File: config.mk
export PLATFORM = sky130hd
export DESIGN_NAME = dispatch_scheduler
export DESIGN_NICKNAME = d
export VERILOG_FILES = /design/src/rtl/dispatch_scheduler_pkg.sv /design/src/rtl/dispatch_scheduler_credit_counter.sv /design/src/rtl/dispatch_scheduler.sv
export SDC_FILE = /design/constraint.sdc
export NUM_CORES = 1
export LEC_CHECK = 0
export ABC_AREA = 1
export CAP_MARGIN = 10
export CORE_MARGIN = 2
export CORE_UTILIZATION = 60
export CTS_CLUSTER_DIAMETER = 100
export CTS_CLUSTER_SIZE = 16
export DETAILED_ROUTE_END_ITERATION = 10
export PLACE_DENSITY = 0.84
export SYNTH_ARGS = -nofsm -noshare
export SYNTH_HDL_FRONTEND = slang
export SYNTH_SLANG_ARGS = --single-unit
File: constraint.sdc
create_clock -name clk -period 11.9 [get_ports clk]
set_input_delay 3.57 -clock clk [delete_from_list [all_inputs] [get_ports clk]]
set_output_delay 3.57 -clock clk [all_outputs]
set_load 0.01 [all_outputs]
File: src/rtl/dispatch_scheduler_pkg.sv
// Shared opcode encodings, bus widths, queue entry layout and classification helpers
// used by the dispatch scheduler and the Dispatch stage.
package dispatch_scheduler_pkg;

  localparam int OP_W   = 6;
  localparam int DATA_W = 32;
  localparam int REG_W  = 5;
  localparam int ADDR_W = 32;

  typedef logic [OP_W-1:0] op_t;

  localparam op_t OP_NOP   = 6'd0;
  localparam op_t OP_LUI   = 6'd1;
  localparam op_t OP_AUIPC = 6'd2;
  localparam op_t OP_JAL   = 6'd3;
  localparam op_t OP_JALR  = 6'd4;
  localparam op_t OP_BEQ   = 6'd5;
  localparam op_t OP_BNE   = 6'd6;
  localparam op_t OP_BLT   = 6'd7;
  localparam op_t OP_BGE   = 6'd8;
  localparam op_t OP_BLTU  = 6'd9;
  localparam op_t OP_BGEU  = 6'd10;
  localparam op_t OP_LB    = 6'd11;
  localparam op_t OP_LH    = 6'd12;
  localparam op_t OP_LW    = 6'd13;
  localparam op_t OP_LBU   = 6'd14;
  localparam op_t OP_LHU   = 6'd15;
  localparam op_t OP_SB    = 6'd16;
  localparam op_t OP_SH    = 6'd17;
  localparam op_t OP_SW    = 6'd18;
  localparam op_t OP_ADDI  = 6'd19;
  localparam op_t OP_ORI   = 6'd24;
  localparam op_t OP_ADD   = 6'd28;

  typedef struct packed {
    op_t               op;
    logic [DATA_W-1:0] a;
    logic [REG_W-1:0]  rd;
    logic [ADDR_W-1:0] pc;
    logic              is_mem;
    logic              wr_reg;
  } entry_t;

  function automatic logic is_mem_op(input op_t op);
    return op inside {OP_LB, OP_LH, OP_LW, OP_LBU, OP_LHU, OP_SB, OP_SH, OP_SW};
  endfunction

  function automatic logic writes_rd(input op_t op);
    return !(op inside {OP_SB, OP_SH, OP_SW,
                        OP_BEQ, OP_BNE, OP_BLT, OP_BGE, OP_BLTU, OP_BGEU});
  endfunction

endpackage

File: src/rtl/dispatch_scheduler_credit_counter.sv
// Free-entry credit counter for one downstream structure (ROB, RS or LSB).
// Latency: count updates on the next edge. Backpressure: nonzero gates the issuer; a release at full is dropped.
module credit_counter #(
  parameter int SIZE = 16
) (
  input  logic clk,
  input  logic rst,
  input  logic restore,
  input  logic inc,
  input  logic dec,
  output logic nonzero
);

  localparam int W = $clog2(SIZE + 1);
  localparam logic [W-1:0] FULL = W'(SIZE);

  logic [W-1:0] cnt;

  always_ff @(posedge clk) begin
    if (rst || restore) begin
      cnt <= FULL;
    end else if (inc && !dec && cnt != FULL) begin
      cnt <= cnt + W'(1);
    end else if (dec && !inc) begin
      cnt <= cnt - W'(1);
    end
  end

  assign nonzero = (cnt != '0);

  release_at_full: assert property (@(posedge clk) disable iff (rst || restore)
                                    !(inc && !dec && cnt == FULL));

endmodule

File: src/rtl/dispatch_scheduler.sv
// In-order decoded-instruction queue issuing at most one op per cycle against ROB/RS/LSB credits.
// Latency: push into an empty queue shows on disp_s two cycles later. Backpressure: in_ready = queue not full.
module dispatch_scheduler
  import dispatch_scheduler_pkg::*;
#(
  parameter int QDEPTH   = 4,
  parameter int ROB_SIZE = 16,
  parameter int RS_SIZE  = 16,
  parameter int LSB_SIZE = 16
) (
  input  logic              clk,
  input  logic              rst,
  input  logic              rdy,
  input  logic              flush,
  input  logic              in_valid,
  output logic              in_ready,
  input  logic [OP_W-1:0]   in_op,
  input  logic [DATA_W-1:0] in_a,
  input  logic [REG_W-1:0]  in_rd,
  input  logic [ADDR_W-1:0] in_pc,
  input  logic              rob_release,
  input  logic              rs_release,
  input  logic              lsb_release,
  output logic              disp_s,
  output logic [OP_W-1:0]   disp_op,
  output logic [DATA_W-1:0] disp_a,
  output logic [REG_W-1:0]  disp_rd,
  output logic [ADDR_W-1:0] disp_pc,
  output logic              disp_to_lsb,
  output logic              disp_wr_reg
);

  localparam int PW = $clog2(QDEPTH);
  localparam logic [PW:0] Q_FULL = (PW+1)'(QDEPTH);

  entry_t          q [QDEPTH];
  logic [PW-1:0]   head, tail;
  logic [PW:0]     count;
  entry_t          in_e, head_e, disp_q;
  logic            push, issue, active;
  logic            rob_nz, rs_nz, lsb_nz;

  // in_ready comes from registered occupancy only, so a same-cycle pop never frees a slot
  assign in_ready = (count < Q_FULL);
  assign active   = rdy && !flush;
  assign head_e   = q[head];
  assign push     = in_valid && in_ready && active;
  assign issue    = (count != '0) && rob_nz && (head_e.is_mem ? lsb_nz : rs_nz) && active;

  always_comb begin
    in_e        = '0;
    in_e.op     = in_op;
    in_e.a      = in_a;
    in_e.rd     = in_rd;
    in_e.pc     = in_pc;
    in_e.is_mem = is_mem_op(in_op);
    in_e.wr_reg = writes_rd(in_op);
  end

  always_ff @(posedge clk) begin
    if (rst || flush) begin
      head  <= '0;
      tail  <= '0;
      count <= '0;
    end else if (rdy) begin
      if (push)  tail <= tail + PW'(1);
      if (issue) head <= head + PW'(1);
      if (push && !issue)      count <= count + (PW+1)'(1);
      else if (issue && !push) count <= count - (PW+1)'(1);
    end
  end

  always_ff @(posedge clk) begin
    if (push) q[tail] <= in_e;
  end

  always_ff @(posedge clk) begin
    if (rst) begin
      disp_s <= 1'b0;
      disp_q <= '0;
    end else begin
      disp_s <= issue;
      disp_q <= issue ? head_e : '0;
    end
  end

  assign disp_op     = disp_q.op;
  assign disp_a      = disp_q.a;
  assign disp_rd     = disp_q.rd;
  assign disp_pc     = disp_q.pc;
  assign disp_to_lsb = disp_q.is_mem;
  assign disp_wr_reg = disp_q.wr_reg;

  credit_counter #(.SIZE(ROB_SIZE)) u_rob_cr (
    .clk     (clk),
    .rst     (rst),
    .restore (flush),
    .inc     (rob_release && active),
    .dec     (issue),
    .nonzero (rob_nz)
  );

  credit_counter #(.SIZE(RS_SIZE)) u_rs_cr (
    .clk     (clk),
    .rst     (rst),
    .restore (flush),
    .inc     (rs_release && active),
    .dec     (issue && !head_e.is_mem),
    .nonzero (rs_nz)
  );

  credit_counter #(.SIZE(LSB_SIZE)) u_lsb_cr (
    .clk     (clk),
    .rst     (rst),
    .restore (flush),
    .inc     (lsb_release && active),
    .dec     (issue && head_e.is_mem),
    .nonzero (lsb_nz)
  );

endmodule

==> Word-level counts from Yosys, hierarchy flattened <==
Memory sizes are Yosys's and may differ from the RTL's. A register that Yosys moved wholly into a read port is not among the register bits.
Index checks and enable logic that the tools add are counted.
{ "totals": {"regBits": 100, "ramBits": 308, "in_bits": 83, "out_inout_bits": 79, "elab_cells": 103, "n_memories": 1} }
{ "memory_table": {"columns": ["name", "depth", "width", "rd", "rd_ports_with_merged_regs", "write_ports", "line", "source"], "rows": [
  ["q", 4, 77, 1, 1, 1, "dispatch_scheduler.sv:36", "entry_t q [QDEPTH];"]
]} }
{ "op_classes": {"add_sub_neg": 10, "magnitude_cmp": 1, "eq_ne": 17, "mux": 13, "n_bitwise": 1, "reduce_logical": 47} }
{ "ops": {"columns": ["op", "count"], "rows": [
  ["$eq A6 B4 Y1 const B", 8],
  ["$mux W5", 6],
  ["$logic_and A1 B1 Y1", 22],
  ["$eq A6 B3 Y1 const B", 3],
  ["$eq A6 B5 Y1 const B", 3],
  ["$add A5 B1 Y5 const B", 3],
  ["$ne A5 B5 Y1 const B", 3],
  ["$reduce_bool A5 Y1", 3],
  ["$sub A5 B1 Y5 const B", 3],
  ["$logic_not A1 Y1", 10],
  ["$reduce_bool A9 Y1", 1],
  ["$reduce_bool A2 Y1", 4],
  ["$reduce_bool A8 Y1", 1],
  ["$mux W3", 2],
  ["$reduce_and A2 Y1", 3],
  ["$add A2 B1 Y2 const B", 2],
  ["$mux W2", 2],
  ["$add A3 B1 Y3 const B", 1],
  ["$lt A3 B3 Y1 const B", 1],
  ["$mux W1", 3],
  ["$reduce_bool A3 Y1", 1],
  ["$sub A3 B1 Y3 const B", 1],
  ["$reduce_or A2 Y1", 1],
  ["$logic_or A1 B1 Y1", 1],
  ["$not A1 Y1", 1]
]} }

==> Longest topological paths before layout <==
{ "logic_depth": {"ltp_word": 9, "depth_mapped": 17, "ltp_nobuf": 17} }

==> Hierarchy <==
A second synthesis with hierarchy kept.
{ "hier_totals": {"hier_cells": 1255, "hier_area_um2": 15486.1} }
{ "by_module_without_submodules": {"columns": ["module", "instances", "cells_per_inst", "area_per_inst_um2", "seq_area_each_um2"], "rows": [
  ["dispatch_scheduler", 1, 1081, 14266.2, 10990.5],
  ["credit_counter", 3, 58, 406.6, 100.1]
]} }

==> Least setup slack after synthesis <==
No wires, ideal clock.
{ "synth_path": {"path_kind": "input-to-reg", "start": "input flush", "end": "memory q[0][0] (netlist bit) (enable)", "setup_ns": 0.513, "arrival_ns": 7.193, "required_time_ns": 11.387, "setup_slack_ns": 4.193, "stages": 5, "path_buffers": 0, "cell_sequence": "inv_1 -> nand2_1 -> inv_2 -> nand3_1 -> nor2_1"} }
{ "synth_via": {"elab_chain_len": 5} }
{ "synth_rtl": {"columns": ["element", "line", "source"], "rows": [
  ["from (decl)", "dispatch_scheduler.sv:14", "input logic flush,"],
  ["$logic_not A1 Y1", "dispatch_scheduler.sv:45", "assign active = rdy && !flush;"],
  ["$logic_and A1 B1 Y1", "dispatch_scheduler.sv:45", null],
  ["$logic_and A1 B1 Y1", "dispatch_scheduler.sv:47", "assign push = in_valid && in_ready && active;"],
  ["$mux W1", "dispatch_scheduler.sv:74", "if (push) q[tail] <= in_e;"],
  ["$mux W1 (implied by the code)", "dispatch_scheduler.sv:74", null],
  ["to (decl)", "dispatch_scheduler.sv:36", null]
]} }
Every way passes these cells.

==> Worst setup path in the final report <==
{ "layout_path": {"start": "input rdy", "end": "memory q[1][26] (netlist bit) (enable)"} }
{ "layout_via": {"elab_chain_len": 4} }
{ "layout_rtl": {"columns": ["element", "line", "source"], "rows": [
  ["from (decl)", "dispatch_scheduler.sv:13", "input logic rdy,"],
  ["$logic_and A1 B1 Y1", "dispatch_scheduler.sv:45", null],
  ["$logic_and A1 B1 Y1", "dispatch_scheduler.sv:47", null],
  ["$mux W1", "dispatch_scheduler.sv:74", null],
  ["$mux W1 (implied by the code)", "dispatch_scheduler.sv:74", null]
]} }
Every way passes these cells.

==> impl_summary.txt <==
----------------------------------------------------
[Timing]
  Post-route clock period utilization ... about 52%
  Highest clock frequency the design can meet ... about 0.16 GHz
  Final slew viol count ... 0
  Final setup violation count ... 0
  Final hold vios ... 0
  Setup clock skew after layout ... 9.89 ps
  Post-Route Hold Slack ... ~490 ps
  Unrepaired setup endpoints after global routing ... no
  Sum Neg Setup Slack ... 0 ps
  Transition time at the pin with the least slew margin ... 1180 ps
  Setup ws final ... about 5700 ps
  Post-route minimum period ... about 6200 ps
  Slew HR ... 21.1%

[Worst setup path]
  FF-to-FF End ... u_rob_cr.cnt[4]
  Critical Path Source Type ... primary input
  Sort of element at the end of the critical path ... register
  Setup slack on the worst flop-to-flop path ... a little over 8000 ps
  Reg2Reg Depth ... 16
  Worst-path fanout max ... 47
  Worst EP arrival ... 6430 ps
  Data required, critical path ... 12080 ps
  CP Class ... in -> reg

[Outcome]
  Status ... complete, no violations

[Die]
  Starting density of the core ... 60.8%
  Die width ... 163 µm
  Die ar. ... 26700 µm²
  I/O pin count ... between 150 and 200
  Vertical die dimension ... about 160 µm
  Site row count ... 58
  Total core area ... approximately 25000 µm²

[Global routing]
  Via count of the first global-routing pass ... approximately 9700
  Wire length of the first global-routing pass ... between 40 and 50 mm
  Aggregate global routing overflow ... 0
  Maximum number of pins on one net before global-route repair ... 98
  Combined global-route utilization of all metal layers ... roughly a quarter
  Antenna violations before repair ... 1

[Synth]
  Post-synthesis share of cell area spent on xor and xnor gates ... less than 1%
  Yosys synthesis warning count ... 0
  Synthesized-area fraction occupied by ao, oa, aoi and oai cells ... under 10%
  Total nets after synthesis ... between 1000 and 1500
  Number of flip-flops and latches in the synthesized netlist ... slightly above 400
  Mapped Area ... ~15000 µm²
  Synth Area in Adders ... between 1.5 and 2%
  Dominant combinational cell family by area after synthesis ... simple AND/OR/NAND/NOR gates
  Yosys cell types ... 27
  Simple-gate portion of the synthesized area ... around 11%
  Synthesized instance count ... roughly 1200
  Multiplexer area fraction after synthesis ... 0%
  Part of the Yosys area used for sequential elements ... around 74%
  Mean area per synthesized cell ... 12.4 µm²

[Detailed routing]
  WL per Instance ... 18.6 µm
  Vias ... a little under 10000
  First-pass detailed-route iteration total ... 5
  DRC violation total after the first TritonRoute iteration ... between 1000 and 1500
  Vias per Instance ... roughly 5.7
  # DRC ... 0
  Total wire length ... 32.1 mm
  Antenna Nets Post-Route ... 0

[Pwr]
  IR Drop Worst-Case VDD ... 0.0000882 V
  Net switching power ... around 500 µW
  Seq pwr share ... ~61%
  Areal power density over the cells ... 142 nW/µm²
  Combinational fraction of design power ... around 3.1%
  Static power due to leakage ... 0.00618 µW
  Clock power frac ... 35.8%
  Fraction of power spent switching nets ... between 10% and 20%
  Cell internal pwr ... just over 2000 µW

[Hold path]
  Hold EP ... count[2]
  Hold crit path type ... reg -> reg
  Number of cells on the worst hold path ... 2
  Startpoint of the lowest-slack hold path ... count[2]

[CTS]
  Worst-skew pair later-pin latency ... 550 ps
  Hold_buf cts ... 0
  Total setup buffers inserted after CTS ... 0
  Number of CTS-inserted buffers ... 29
  Clock-pin slew on the worst setup and hold paths ... 70 ps
  Sinks on Clock Net ... 410
  H-tree levels ... 1
  Root Buffer ... sky130_fd_sc_hd__clkbuf_16
  TritonCTS clock tree ... done
  PostCTS Resize Cnt ... 0
  Number of buffers on the longest clock path ... 3

[Final layout]
  Number of flip-flops under the largest register name ... between 300 and 400
  Area growth syn-to-layout ... 17.6%
  Total Nets Final ... around 1500
  Register containing the most flip-flops in the final layout ... q
  Filler-free cell count of the finished design ... 1724
  Fill cell total of the finished layout ... 1623
  Final design utilization ... a little under three quarters
  Proportion of layout cells with a drive suffix above 1 ... approximately 7%

[Placement]
  Final estimated routing congestion in global placement ... between 0.7 and 0.8
  Number of I/O port buffers ... 161
  Dpl cells ... about 1700
  Worst slack at placement ... between 5000 and 6000 ps
  Placed wire-length estimate after detailed placement ... 18.3 mm

[Job]
  Max-cap violations ... 0

----------------------------------------------------
## area by class of cell
cell class / instances / area [µm²] / area share, %
Timing Repair Buffer: 170 / 1680 / 9.37
Clock buffer: 52 / 812 / 4.53
Tap cell: 330 / 413 / 2.30
Multi-Input combinational cell: 716 / 3530 / 19.7
Clock inverter: 1 / 8.76 / 0.0489
Antenna cell: 2 / 5.00 / 0.0279
Sequential cell: 410 / 11300 / 63.1
Inverter: 43 / 168 / 0.936
## critical path: stages
cell and delay [ps]:
sky130_fd_sc_hd__clkdlybuf4s50_1 480, sky130_fd_sc_hd__nand2_1 70, sky130_fd_sc_hd__inv_2 90, sky130_fd_sc_hd__nand3_1 450, sky130_fd_sc_hd__nor2_4 990, sky130_fd_sc_hd__buf_4 730
## metal layers
layer | part of all wire, % | track usage (%)
met2 | 51 | 41.4
met4 | 2.9 | 9.09
met3 | 7.4 | 3.76
met5 | 0 | 0
met1 | 39 | 30.2
## cells in the mapped netlist (all sizes together)
cell type,n,area (µm²)
a21o,1,7.51
a21oi,90,601
a31oi,3,18.8
buf,19,123
clkbuf,41,154
dfxtp,102,2040
edfxtp,308,9250
fa,4,80.1
ha,14,175
inv,43,161
nand2,47,196
nand3,24,120
nand4,11,68.8
nor2,343,1300
o21a,2,15.0
o21ai,168,841
o21bai,3,22.5
xnor2,3,26.3
xor2,3,26.3
## power groups by stage
stage | clock [µW] | sequential (µW) | combinational, µW
final | 909 | 1550 | 78.2
after global routing | 973 | 1550 | 85.0
after CTS | 917 | 1550 | 78.0
after detailed placement | 0 | 1580 | 77.2
after global placement | 0 | 1580 | 74.0
after floorplan | 0 | 1580 | 25.6
## logic make-up after synthesis
family / count (synthesis)
simple gates: 425
flops: 410
compound gates: 267
buf+inv: 103
fa+ha+maj: 18
xor+xnor: 6
## worst max path at each step
stage	from	endpoint	slack (ps)	cells past startpoint
after floorplan	flush	q[0][0]	4190	5
after global placement	rdy	q[2][26]	5200	6
after detailed placement	rdy	q[1][26]	5110	6
after CTS	rdy	q[1][51]	5680	6
after global routing	rdy	q[1][44]	5490	6
final	rdy	q[1][26]	5660	6
## per-stage QoR
step,power (µW),area [µm²]
3_5_place_dp,1660,17100
6_report,2540,17900
5_1_grt,2610,17900
2_1_floorplan,1610,15200
4_1_cts,2550,17900
3_3_place_gp,1660,17100
## layout by cell type, fill, tap and decap left out, types with 4 or more instances in the layout
cell type                           n
sky130_fd_sc_hd__nor2_1           337
sky130_fd_sc_hd__edfxtp_1         308
sky130_fd_sc_hd__o21ai_0          166
sky130_fd_sc_hd__clkdlybuf4s50_1  161
sky130_fd_sc_hd__dfxtp_1          100
sky130_fd_sc_hd__a21oi_1           50
sky130_fd_sc_hd__nand2_1           41
sky130_fd_sc_hd__a21oi_2           40
sky130_fd_sc_hd__inv_1             37
sky130_fd_sc_hd__clkbuf_16         29
sky130_fd_sc_hd__nand3_1           24
sky130_fd_sc_hd__clkbuf_1          23
sky130_fd_sc_hd__ha_1              14
sky130_fd_sc_hd__nand4_1           11
sky130_fd_sc_hd__buf_4              9
sky130_fd_sc_hd__nor2_4             6
sky130_fd_sc_hd__nand2_2            5
sky130_fd_sc_hd__fa_1               4
No activity file was read; power rests on OpenSTA's default activity.
